===== src/rtl/card_deal_scheduler.sv =====
// card_deal_scheduler: runs the fixed DLR,DLR,P1,P1 opening deal, then grants P1/P2/dealer
// card requests round-robin through a single shared card generator.
module card_deal_scheduler #(
    parameter int CARD_W  = 4,
    parameter int TIMEOUT = 15
) (
    input  logic              clk,
    input  logic              reset,
    input  logic              start_deal,
    input  logic              req_p1,
    input  logic              req_p2,
    input  logic              req_dlr,
    output logic              gen_req,
    input  logic              gen_ack,
    input  logic [CARD_W-1:0] gen_card,
    output logic [CARD_W-1:0] card_out,
    output logic [1:0]        card_dest,
    output logic              card_valid,
    output logic              ack_p1,
    output logic              ack_p2,
    output logic              ack_dlr,
    output logic              busy,
    output logic              init_done,
    output logic              err_timeout
);
    localparam int CW = $clog2(TIMEOUT + 1);
    typedef enum logic [1:0] {IDLE, REQ, DELIVER, ERR} state_t;
    state_t      state;
    logic [1:0]  dest;
    logic [1:0]  ptr;
    logic [1:0]  deal_idx;
    logic [1:0]  win;
    logic        opening;
    logic        legal;
    logic [CW-1:0] tcnt;
    assign busy  = state != IDLE;
    assign legal = gen_card >= CARD_W'(1) && gen_card <= CARD_W'(11);
    // ptr holds the highest-priority requester for the next grant
    always_comb
        win = ptr == 2'd1 ? (req_p1 ? 2'd1 : req_p2 ? 2'd2 : 2'd3) :
              ptr == 2'd2 ? (req_p2 ? 2'd2 : req_dlr ? 2'd3 : 2'd1) :
                            (req_dlr ? 2'd3 : req_p1 ? 2'd1 : 2'd2);
    always_ff @(posedge clk or negedge reset) begin
        if (!reset) begin
            state       <= IDLE;
            dest        <= 2'd0;
            ptr         <= 2'd1;
            deal_idx    <= 2'd0;
            opening     <= 1'b0;
            tcnt        <= '0;
            gen_req     <= 1'b0;
            card_out    <= '0;
            card_dest   <= 2'd0;
            card_valid  <= 1'b0;
            ack_p1      <= 1'b0;
            ack_p2      <= 1'b0;
            ack_dlr     <= 1'b0;
            init_done   <= 1'b0;
            err_timeout <= 1'b0;
        end else begin
            card_valid <= 1'b0;
            card_dest  <= 2'd0;
            ack_p1     <= 1'b0;
            ack_p2     <= 1'b0;
            ack_dlr    <= 1'b0;
            case (state)
                IDLE, ERR: begin
                    if (start_deal) begin
                        state       <= REQ;
                        dest        <= 2'd3;
                        deal_idx    <= 2'd0;
                        opening     <= 1'b1;
                        init_done   <= 1'b0;
                        err_timeout <= 1'b0;
                        gen_req     <= 1'b1;
                        tcnt        <= '0;
                    end else if (state == IDLE && (req_p1 || req_p2 || req_dlr)) begin
                        state   <= REQ;
                        dest    <= win;
                        gen_req <= 1'b1;
                        tcnt    <= '0;
                    end
                end
                REQ: begin
                    if (gen_req && gen_ack) begin
                        gen_req <= 1'b0;
                        tcnt    <= '0;
                        if (legal) begin
                            state      <= DELIVER;
                            card_out   <= gen_card;
                            card_valid <= 1'b1;
                            card_dest  <= dest;
                            ack_p1     <= dest == 2'd1;
                            ack_p2     <= dest == 2'd2;
                            ack_dlr    <= dest == 2'd3;
                        end
                    end else if (!gen_req) begin
                        gen_req <= 1'b1;
                    end else if (tcnt == CW'(TIMEOUT - 1)) begin
                        state       <= ERR;
                        err_timeout <= 1'b1;
                        gen_req     <= 1'b0;
                    end else begin
                        tcnt <= tcnt + 1'b1;
                    end
                end
                DELIVER: begin
                    state <= IDLE;
                    if (opening && deal_idx != 2'd3) begin
                        state    <= REQ;
                        deal_idx <= deal_idx + 2'd1;
                        dest     <= deal_idx == 2'd0 ? 2'd3 : 2'd1;
                        gen_req  <= 1'b1;
                        tcnt     <= '0;
                    end else if (opening) begin
                        opening   <= 1'b0;
                        init_done <= 1'b1;
                    end else begin
                        ptr <= dest == 2'd3 ? 2'd1 : dest + 2'd1;
                    end
                end
                default: state <= IDLE;
            endcase
        end
    end
endmodule


===== config.mk =====
export PLATFORM = sky130hd
export DESIGN_NAME = card_deal_scheduler
export DESIGN_NICKNAME = d
export VERILOG_FILES = /design/src/rtl/card_deal_scheduler.sv
export SDC_FILE = /design/constraint.sdc
export NUM_CORES = 1
export LEC_CHECK = 0
export BUFFER_PORTS_ARGS = -buffer_cell sky130_fd_sc_hd__buf_2
export CORE_MARGIN = 2
export CORE_UTILIZATION = 45
export CTS_CLUSTER_DIAMETER = 200
export DETAILED_ROUTE_END_ITERATION = 8
export GPL_TIMING_DRIVEN = 1
export PLACE_DENSITY = 0.7
export SYNTH_ARGS = -nofsm -noshare
export SYNTH_HDL_FRONTEND = slang
export SYNTH_SLANG_ARGS = --single-unit

===== constraint.sdc =====
create_clock -name clk -period 2.3 [get_ports clk]
set_clock_uncertainty 0.1 [all_clocks]
set_input_delay 0.23 -clock clk [delete_from_list [all_inputs] [get_ports clk]]
set_output_delay 0.23 -clock clk [all_outputs]
set_load 0.02 [all_outputs]

==> out/results.ini <==
[timing]
slew_headroom_pct=62.7
finalHoldViolations=0
fin_ws_ps=323
finalCritPeriodShare_pct=86.0
rsz0062_at_grt=no
tightestPinTransition_ps=559
period_needed_ps=1980
setup_viol=0
fmax_ghz=0.506
setup_tns_ps=0
slew_viol_final=0

[floorplanning]
dieArea_mm2=0.00364
die_w_um=60.3
start_util_pct=47.1
die_y_um=60.3
io_pins=25
fp-row-count=20
core_mm2=0.00303

[synthesis]
netlist.area_leader.share_pct=43.8
yosys_warnings=0
synth-edff-count=0
synth_area_mm2=0.00143
async_reset_ff_share_pct=100
synthSimpleGateAreaFrac_pct=17.5
synth_ff_type=dfrtp_1
synth_area_leader_cell=dfrtp_1
synth_mux_area_share_pct=5.61
seq_area_frac_synth_pct=45.7
synth_area_leaders=dfrtp_1 (44%), ha_1 (8.8%), mux2_4 (4.2%), inv_1 (3.9%), a21oi_1 (3.5%)
synth-xor-area-share_pct=0
synth_top_family_by_area=simple AND/OR/NAND/NOR gates
synth_compound_area_share_pct=17.0
ys_ff_latch=26
synth.distinct_cells=38
synth.avg_cell_area_um2=10.1
synthCells=142
synth_fa_ha_area_share_pct=8.76
synth_nets=163

[worst_setup_path]
endpoint_kind=flop
critical_path_class=reg -> reg
cp-start-kind=flop
worst-path-max-fanout=10
critPathRequiredTime_ps=2410
arrival_ps=2090
worst-r2r-cell-count=6

[grt]
first_global_vias=1066
grt_max_degree=27
grt_use_total_pct=17.1
grt_overflow=0
grt_antenna_before_repair=0
grt_pass1_wl_mm=4.69

[outcome]
status=complete, no violations

[layout]
multi_input_comb_area_um2=698
postLayoutCellArea_mm2=0.00163
seq_area_um2=652
area_delta_synth_final_pct=14.0
diodes=0
fillers=274
layout-drive-gt1-share_pct=23.2
layout.nets=190
fin_cells=212

[clocking]
clockBufferDepth=2
htreeDepth=1
tritoncts=yes
cts_buffers=3
clkSinkCount=26
clkLatencyLatePin_ps=320
clk_pin_slew_ps=130
clock-root-buffer=clkbuf_4

[power_and_ir_drop]
p_total_mw=1.74
power.density_mw_per_mm2=1070
total_leakage_power_nw=0.781
peakVddDrop_v=0.000463

[route]
drt_iter0_drc=12
vias_per_cell=5.43
ant_nets=0
post_drt_wl_per_cell_um=12.6
num_vias=1151
drt_pass1_iterations=5
wirelength_mm=2.68
drc_errors=0

[placement]
io_buffers=24
placed_cell_area_mm2=0.00158
hpwl_mm=2.01
placed_cells=207
gp_congestion=0.856
dp_slack_ps=316

[run]
drv_cap=0

[min_path]
min_path_type=in -> reg
min_path_cells=2

sequential cells by signal, indices dropped and copies added (netlist names), 2 cells and up:
name,count
deal_idx,2
state,2
card_dest,2
dest,2
tcnt,4
card_out,4
ptr,2
power by group:
part | switching [mW] | total [mW] | internal (mW) | leakage [nW]
Sequential | 0.0978 | 0.673 | 0.575 | 0.325
Clock | 0.134 | 0.231 | 0.0968 | 0.0210
Combinational | 0.493 | 0.834 | 0.341 | 0.435
Total | 0.725 | 1.74 | 1.01 | 0.781
routing by layer:
layer | share of wire [%] | GRT usage, %
met1 | 48 | 22.3
met2 | 46 | 29.2
met3 | 5.7 | 2.16
met4 | 0.52 | 5.71
met5 | 0 | 0
synthesized netlist by cell type, types with 2 or more instances:
library cell,count
dfrtp_1,25
inv_1,15
a21oi_1,10
ha_1,10
nand2_1,10
o21ai_0,10
a31oi_1,7
nor2_1,6
and2_1,4
mux2_4,4
nor3_1,4
o31ai_1,3
buf_2,2
mux2i_1,2
nand2b_1,2
nand3_1,2
nand4b_1,2
nor4_1,2
o22a_1,2
o22ai_1,2
cells by family (layout without fill, tap and decap cells):
logic type	after synthesis	in the layout
flip-flops	26	26
multiplexers	6	6
AND/OR/NAND/NOR	43	43
buffers and inverters	18	44
AO/OA/AOI/OAI	39	39
adder cells (fa/ha/maj)	10	10
final timing paths:
| check | start | endpoint | slack (ps) |
|---|---|---|---|
| setup / recovery | state[0] | tcnt[2] | 320 |
| max in group asynchronous | reset | tcnt[1] | 1420 |
| hold / removal | gen_card[1] | card_out[1] | 50 |
| setup reg to reg | state[0] | tcnt[2] | 320 |
| hold reg to reg | ptr[0] | ptr[0] | 410 |
| min in group asynchronous | reset | card_dest[1] | 310 |
through the flow:
step | utilization (%) | hold WS, ps
5_1_grt | 53.8 | 35.7
2_1_floorplan | - | -166
6_report | 53.8 | 51.3
3_5_place_dp | 52.2 | 161
4_1_cts | 53.8 | 37.9
3_3_place_gp | 52.2 | 152
cell usage in the layout, fill, tap and decap left out, drive strengths merged:
cell type,Yosys,routed
nor2,7,7
nand4b,2,2
o31a,1,1
a21bo,1,1
o22ai,2,2
ha,10,10
or2,2,2
dfrtp,25,25
a221oi,1,1
or3,2,2
nand2b,2,2
nand3b,1,1
mux2i,2,2
nand2,10,10
o32a,1,1
mux2,4,4
nand4,2,2
and2,4,4
o22a,2,2
a21oi,10,10
a22o,1,1
inv,15,15
and4b,1,1
o31ai,3,3
clkbuf,0,4
and3,1,1
dlygate4sd3,0,1
nor3,4,4
or4,1,1
dfstp,1,1
a31oi,7,7
nor4,2,2
nand3,2,2
buf,3,24
o21ai,10,10
repair_timing:
item	4_1_cts	5_1_grt
resized for setup	0	0
buffers inserted	0	0
endpoints found under the hold margin	25	0
setup endpoints to repair	0	0
hold buffers	1	0
critical path, stage by stage (launching register included):
cell     delay (ps)
dfrtp_1         400
inv_1            70
ha_1            330
nor2_1          280
a22o_1          410
or2_0           200
o21ai_0          90
final cells by class:
cell class / count / area share, %
Multi-Input combinational cell: 98 / 42.9
Inverter: 15 / 3.46
Tap cell: 44 / 3.38
Timing Repair Buffer: 25 / 7.99
Clock buffer: 4 / 2.23
Sequential cell: 26 / 40.0
Power figures use the tool's default switching activity.
